--- src/rtl/shift_pkg.sv ---
// Shared definitions for the pipelined barrel shifter: shift mode encodings,
// per-stage control payload and mode decode helpers.
package shift_pkg;

  localparam int SH_MODE_W = 3;

  localparam logic [SH_MODE_W-1:0] SH_SLL = 3'b000;
  localparam logic [SH_MODE_W-1:0] SH_SRL = 3'b001;
  localparam logic [SH_MODE_W-1:0] SH_SRA = 3'b010;
  localparam logic [SH_MODE_W-1:0] SH_ROL = 3'b011;
  localparam logic [SH_MODE_W-1:0] SH_ROR = 3'b100;

  // Width-independent part of the stage payload; the top wraps it with data/shamt/tag.
  typedef struct packed {
    logic [SH_MODE_W-1:0] mode;
    logic                 fill;
    logic                 err;
  } sh_ctrl_t;

  function automatic logic sh_legal(input logic [SH_MODE_W-1:0] m);
    return (m <= SH_ROR);
  endfunction

  function automatic logic sh_left(input logic [SH_MODE_W-1:0] m);
    return (m == SH_SLL) || (m == SH_ROL);
  endfunction

  function automatic logic sh_rot(input logic [SH_MODE_W-1:0] m);
    return (m == SH_ROL) || (m == SH_ROR);
  endfunction

endpackage

--- src/rtl/shift_level.sv ---
// One combinational level of the log shifter: shifts or rotates by DIST
// when en is set, otherwise passes data through.
module shift_level #(
  parameter int WIDTH = 32,
  parameter int DIST  = 1
) (
  input  logic [WIDTH-1:0] data,
  input  logic             en,
  input  logic             left,
  input  logic             rot,
  input  logic             fill,
  output logic [WIDTH-1:0] res
);

  logic [DIST-1:0] in_lo;
  logic [DIST-1:0] in_hi;

  always_comb begin
    in_lo = rot ? data[WIDTH-1 -: DIST] : {DIST{fill}};
    in_hi = rot ? data[DIST-1:0]        : {DIST{fill}};
    res   = data;
    if (en) begin
      res = left ? {data[WIDTH-DIST-1:0], in_lo} : {in_hi, data[WIDTH-1:DIST]};
    end
  end

endmodule

--- src/rtl/shift_unit.sv ---
// Pipelined barrel shifter with rotates, valid/ready flow control and an
// illegal-mode flag. Latency is STAGES cycles; a stall freezes the whole pipe.
module shift_unit
  import shift_pkg::*;
#(
  parameter  int WIDTH  = 32,
  localparam int SHW    = $clog2(WIDTH),
  parameter  int STAGES = 2,
  parameter  int TAGW   = 5
) (
  input  logic                 clk,
  input  logic                 rst,
  input  logic                 in_valid,
  output logic                 in_ready,
  input  logic [WIDTH-1:0]     in_a,
  input  logic [SHW-1:0]       in_shamt,
  input  logic [SH_MODE_W-1:0] in_mode,
  input  logic [TAGW-1:0]      in_tag,
  output logic                 out_valid,
  input  logic                 out_ready,
  output logic [WIDTH-1:0]     out_r,
  output logic [TAGW-1:0]      out_tag,
  output logic                 out_err
);

  localparam int PER = (SHW + STAGES - 1) / STAGES;

  typedef struct packed {
    logic [WIDTH-1:0] data;
    logic [SHW-1:0]   shamt;
    sh_ctrl_t         ctrl;
    logic [TAGW-1:0]  tag;
  } stage_t;

  logic   en;
  stage_t head;

  // Fill and illegal-mode squashing are resolved once, before the first level.
  always_comb begin
    head.data      = sh_legal(in_mode) ? in_a : '0;
    head.shamt     = in_shamt;
    head.ctrl.mode = in_mode;
    head.ctrl.fill = (in_mode == SH_SRA) & in_a[WIDTH-1];
    head.ctrl.err  = ~sh_legal(in_mode);
    head.tag       = in_tag;
  end

  // Global enable: out_ready -> in_ready is a combinational path.
  assign en       = out_ready | ~out_valid;
  assign in_ready = en;

  for (genvar s = 0; s < STAGES; s++) begin : g_stage
    localparam int LO = s * PER;
    localparam int HI = (LO + PER < SHW) ? LO + PER : SHW;

    stage_t cur;
    stage_t nxt;
    stage_t q;
    logic   vin;
    logic   vld;

    if (s == 0) begin : g_head
      assign cur = head;
      assign vin = in_valid;
    end else begin : g_body
      assign cur = g_stage[s-1].q;
      assign vin = g_stage[s-1].vld;
    end

    if (LO < SHW) begin : g_shift
      always_comb begin
        nxt      = cur;
        nxt.data = g_lvl[HI-1].d_out;
      end
    end else begin : g_pass
      assign nxt = cur;
    end

    // ---- stage register boundary ----
    always_ff @(posedge clk or posedge rst) begin
      if (rst) begin
        vld <= 1'b0;
      end else if (en) begin
        vld <= vin;
      end
    end

    if (s == STAGES - 1) begin : g_last
      always_ff @(posedge clk or posedge rst) begin
        if (rst) begin
          q <= '0;
        end else if (en) begin
          q <= nxt;
        end
      end
      logic unused_tail;
      assign unused_tail = ^{q.shamt, q.ctrl.mode, q.ctrl.fill};
    end else begin : g_mid
      always_ff @(posedge clk) begin
        if (en) begin
          q <= nxt;
        end
      end
    end
  end

  for (genvar i = 0; i < SHW; i++) begin : g_lvl
    localparam int ST = i / PER;

    logic [WIDTH-1:0] d_in;
    logic [WIDTH-1:0] d_out;

    if (i % PER == 0) begin : g_first
      assign d_in = g_stage[ST].cur.data;
    end else begin : g_chain
      assign d_in = g_lvl[i-1].d_out;
    end

    shift_level #(
      .WIDTH (WIDTH),
      .DIST  (1 << i)
    ) u_level (
      .data (d_in),
      .en   (g_stage[ST].cur.shamt[i]),
      .left (sh_left(g_stage[ST].cur.ctrl.mode)),
      .rot  (sh_rot(g_stage[ST].cur.ctrl.mode)),
      .fill (g_stage[ST].cur.ctrl.fill),
      .res  (d_out)
    );
  end

  assign out_valid = g_stage[STAGES-1].vld;
  assign out_r     = g_stage[STAGES-1].q.data;
  assign out_tag   = g_stage[STAGES-1].q.tag;
  assign out_err   = g_stage[STAGES-1].vld & g_stage[STAGES-1].q.ctrl.err;

endmodule

--- config.mk ---
export PLATFORM = sky130hd
export DESIGN_NAME = shift_unit
export DESIGN_NICKNAME = d
export VERILOG_FILES = /design/src/rtl/shift_pkg.sv /design/src/rtl/shift_level.sv /design/src/rtl/shift_unit.sv
export SDC_FILE = /design/constraint.sdc
export NUM_CORES = 1
export LEC_CHECK = 0
export ABC_AREA = 1
export CAP_MARGIN = 5
export CELL_PAD_IN_SITES_DETAIL_PLACEMENT = 0
export CELL_PAD_IN_SITES_GLOBAL_PLACEMENT = 1
export CORE_MARGIN = 1
export CORE_UTILIZATION = 30
export DETAILED_ROUTE_END_ITERATION = 12
export GPL_TIMING_DRIVEN = 0
export PLACE_DENSITY_LB_ADDON = 0.1
export SLEW_MARGIN = 0
export SYNTH_ARGS = -nofsm -noshare
export SYNTH_HDL_FRONTEND = slang
export SYNTH_SLANG_ARGS = --single-unit
--- constraint.sdc ---
create_clock -name clk -period 4.5 [get_ports clk]
set_input_delay 1.125 -clock clk [delete_from_list [all_inputs] [get_ports clk]]
set_output_delay 1.125 -clock clk [all_outputs]
set_load 0.01 [all_outputs]
## After elaboration in Yosys (flattened, before gate mapping)

Cells that the tools add are included.

- Magnitude comparators: 1
- Equal/unequal tests: 5
- Mux-type cells: 21
- Bitwise gates (word level): 5
- Reduce and logical (&&, ||, !) cells: 6

Operator list:

| operator | number |
|---|---|
| $mux W32 | 11 |
| $mux W16 | 2 |
| $mux W8 | 2 |
| $eq A3 B2 Y1 const B | 3 |
| $mux W4 | 2 |
| $eq A3 B3 Y1 const B | 2 |
| $logic_not A3 Y1 | 2 |
| $logic_or A1 B1 Y1 | 4 |
| $mux W2 | 2 |
| $le A3 B3 Y1 const B | 1 |
| $and A1 B1 Y1 | 2 |
| $mux W1 | 2 |
| $not A1 Y1 | 2 |
| $or A1 B1 Y1 | 1 |

- Flip-flop bits (word level): 87
- Output and inout port bits: 40
- Word-level logic and storage cells: 49

## Logic depth before layout (Yosys ltp)

Gate-level depths: netlist of run 1.

- Depth in word-level cells: 11
- Mapped depth: 16
- Gate-level depth less buffers: 15

## Modules after synthesis

Synthesis of run 1 repeated with hierarchy kept, for this count alone.

- Cells, all modules: 1291
- Area total of the unflattened synthesis: 7623.6 um^2

Modules (own cells, without submodules):

| module | times used | cells each | area an instance (um^2) |
|---|---|---|---|
| shift_unit | 1 | 339 | 3478.3 |
| shift_level (g_lvl[3].u_level) | 1 | 212 | 934.6 |
| shift_level (g_lvl[2].u_level) | 1 | 194 | 869.6 |
| shift_level (g_lvl[1].u_level) | 1 | 186 | 838.3 |
| shift_level (g_lvl[0].u_level) | 1 | 181 | 795.8 |
| shift_level (g_lvl[4].u_level) | 1 | 179 | 706.9 |

## Least setup slack after synthesis of run 1

Ideal clock, no wire load.

- Kind: input port to output port
- Start: in out_ready
- End: out in_ready
- Arrival: 2.827 ns
- Required time: 3.375 ns
- Slack: 0.548 ns
- Stages: 3
- Path through: nor2_1 -> clkinv_1 -> clkbuf_1

- Cells in the longest elaborated chain, start to end: 1

RTL lines:

| what | line | text |
|---|---|---|
| from (decl) | shift_unit.sv:20 | `input logic out_ready,` |
| $or A1 B1 Y1 | shift_unit.sv:49 | `assign en = out_ready \| ~out_valid;` |
| to (decl) | shift_unit.sv:14 | `output logic in_ready,` |

No other way between the ends.

## Worst setup path after layout of run 1

Same ends and word-level chain as after synthesis.

==> qor.txt, run 1 <==
DR DRC count: 0
GPL Wtd Cong: 0.9272
warnings from Yosys: 0
Global Route met3 Usage: 2.813%
first-pass GRT wire length: 41.25 mm
max_cap viols: 0
number of global-route vias before repair: 7324
Ant. Diodes: 0
Worst setup SP type: primary input
worst slack at placement: -0.3502 ns
M1 GR Usage: 27.55%
grt ovf: 0
Die Span X: 155.1 microns
Critical Path, Cell by Cell: clkdlybuf4s50_1 -> nor2_4 -> clkinv_2 -> clkbuf_2 -> buf_12 -> clkdlybuf4s50_1
RSZ-0062 raised after global routing: false
PD cells: 347.3 nW/um^2
hold_sp: g_stage[0].q[2]
setup violators final: 0
distinct cell type count after synthesis: 30
EDFF count, synth: 44
worst slew pin tran: 0.8075 ns
Initial Utilization: 30.87%
Top FF cell, synth: edfxtp_1
Syn Area/Cell: 6.260 sq um
fin. max-slew vios: 0
Critical Path Max Stage Delay: 0.50 ns
First-pass DRT Iterations: 5
async set-reset flop share out of synthesis: 47.62%
critical path fanouts, max: 41
Worst Clk Skew: 0.009660 ns
fraction of layout cells with a size suffix above 1: 8.646%
Setup Buffers After CTS: 0
Non-Filler Instances: 1539
top cells by area, synth: nand2_1, edfxtp_1, dfrtp_1
starting DRC count in detailed routing: 413
Synth top area share: 21.25%
CTS sink cnt: 84
fin nets: 1270
most used routing layer: met2
critical path type: in -> out
Synth Instances: 1123
sequential cell area fraction in the yosys report: 33.03%
clock tree root buffer cell: clkbuf_16
status: finished, final reports clean
placed cell areas: 8304 sq um
Inst Count DP: 1523
initial antenna violation count: 0
Routed Antenna Nets: 0
Critical R2R Launch: g_stage[0].q[9]
Post-DP HPWL: 21.39 mm
largest net degree at the start of global routing: 42
grt met2 use: 39.21%
Final WS setup: 0.2293 ns
crit path launch: out_ready
row count: 55
CP dominant cell by count: clkdlybuf4s50_1
Hold Fails Final Rpt: 0
CTS H-Tree Depth: 3
element type at the critical path end: primary output
most common cell in the synthesized netlist: nand2_1
most frequent cells after synthesis: nand2_1, nand3_1, o21ai_0
die area: 24050 sq um
total track usage: 22.49%
Power Total: 2993 uW
CP Data Required Time: 3.38 ns
FMAX: 234.2 MHz
cts-stage hold buffer count: 0
# fillers: 2551
drt total wl: 26.02 mm
core area: 22780 sq um
fin area: 8617 sq um
CTS tree: built
mapped cell area: 7030 sq um
Critical Path Slowest Stage Cell: clkdlybuf4s50_1
hold_ws: 0.4441 ns
port bufs: 86
routed vias: 7405
Max VDD drop: 168.1 uV
clk buf depth: 2
die height: 155.1 microns
wire per inst: 16.91 microns
Leak Pwr: 0.004229 uW
TritonCTS buffer count: 9
FF+latch count, synth: 84
clock-pin slew on the worst setup and hold paths: 0.07 ns
Arr. time, crit path: 3.15 ns
min Tclk post-route: 4.271 ns
Clock Latency Late Sink: 0.35 ns
Mapped Nets: 1172
Final period util: 94.90%
Via density: 4.812
max_slew headroom: 46.09%
Yosys top cell by area: nand2_1
Hold Path Class: reg -> reg
IO Count: 89
Area growth syn-to-layout: 22.57%
## logic make-up (layout without fill, tap and decap cells)
group	Yosys count	count (layout)	synth area share (%)
AND/OR/NAND/NOR	645	645	38.10
AO/OA/AOI/OAI	192	192	14.97
flip-flops	84	84	33.03
buffers and inverters	202	305	13.90
## state kept, by name (all words and copies together), names as in the netlist
register / flops
g_lvl.d_in: 32
out_r: 32
g_stage.q: 13
out_tag: 5
g_stage.vld: 1
out_valid: 1
## metrics by stage
step / util (%) / setup TNS, ns
floorplan: - / 0
global placement: 36.36 / -1.503
detailed placement: 36.46 / -0.3502
CTS: 37.81 / 0
global route: 37.83 / 0
finish: 37.83 / 0
## placed cells by master, fill, tap and decap left out, types with 2 or more instances in the layout
cell               n
a21oi_2            5
buf_4             43
o21ai_1           14
clkinv_1           2
o211ai_2           2
clkbuf_16         10
nand2_1          398
clkdlybuf4s50_1   86
a21oi_1           39
o22ai_1            8
clkbuf_1          29
inv_2              3
o211ai_1           7
or2_1              8
o21ai_0          105
dfrtp_1           40
buf_1              7
or2_0              3
edfxtp_1          44
inv_1             90
buf_2             22
nor2_1            62
clkinv_2           2
nand3_1          166
buf_6              4
and2_1             2
nand2_2            3
a31oi_1            9
## worst max-delay path, delay by kind of cell
family / cells / cell delay, ns
buf+inv: 5 / 1.74
simple gates: 1 / 0.25
## cell type report
class | count | area (sq um) | area share [%]
Buffer | 106 | 618.1 | 7.173
Clock buffer | 11 | 264.0 | 3.064
Clock inverter | 5 | 40.04 | 0.4646
Inverter | 96 | 361.6 | 4.196
Multi-Input combinational cell | 837 | 3739 | 43.39
Sequential cell | 84 | 2322 | 26.95
Tap cell | 313 | 391.6 | 4.545
Timing Repair Buffer | 87 | 880.8 | 10.22
## repair_timing
action	CTS	global route
pin swaps	0	0
setup endpoints to repair	1	1
gates resized for setup	2	1
## layer usage
metal	vias to the layer above	share of wire, %
met5	-	0
met4	0	4.0
met3	51	3.3
met2	189	49
met1	3334	44
li1	3831	-
## final timing paths
kind / to / slack [ns] / cells past startpoint
worst max-delay path: in_ready / 0.23 / 6
worst min-delay path: out_tag[2] / 0.44 / 2
worst max register to register: out_r[23] / 2.00 / 12
worst min register to register: out_tag[2] / 0.44 / 2
max in group asynchronous: out_r[30] / 2.72 / 2
min in group asynchronous: out_tag[1] / 1.25 / 2
## power breakdown
part	switching, uW	internal [uW]
clock	313	429
combinational	692	509
sequential	76.0	974
total	1080	1910
Note: power is estimated with default switching activity, not from simulation.
==> run 2, diff against run 1 <==
--- a/config.mk
+++ b/config.mk
@@ -11,6 +11,7 @@
 export CELL_PAD_IN_SITES_GLOBAL_PLACEMENT = 1
 export CORE_MARGIN = 1
 export CORE_UTILIZATION = 30
+export CTS_CLUSTER_SIZE = 12
 export DETAILED_ROUTE_END_ITERATION = 12
 export GPL_TIMING_DRIVEN = 0
 export PLACE_DENSITY_LB_ADDON = 0.1
==> results of run 2 <==
No change in the layout: final DEF, timing and power equal those of run 1.
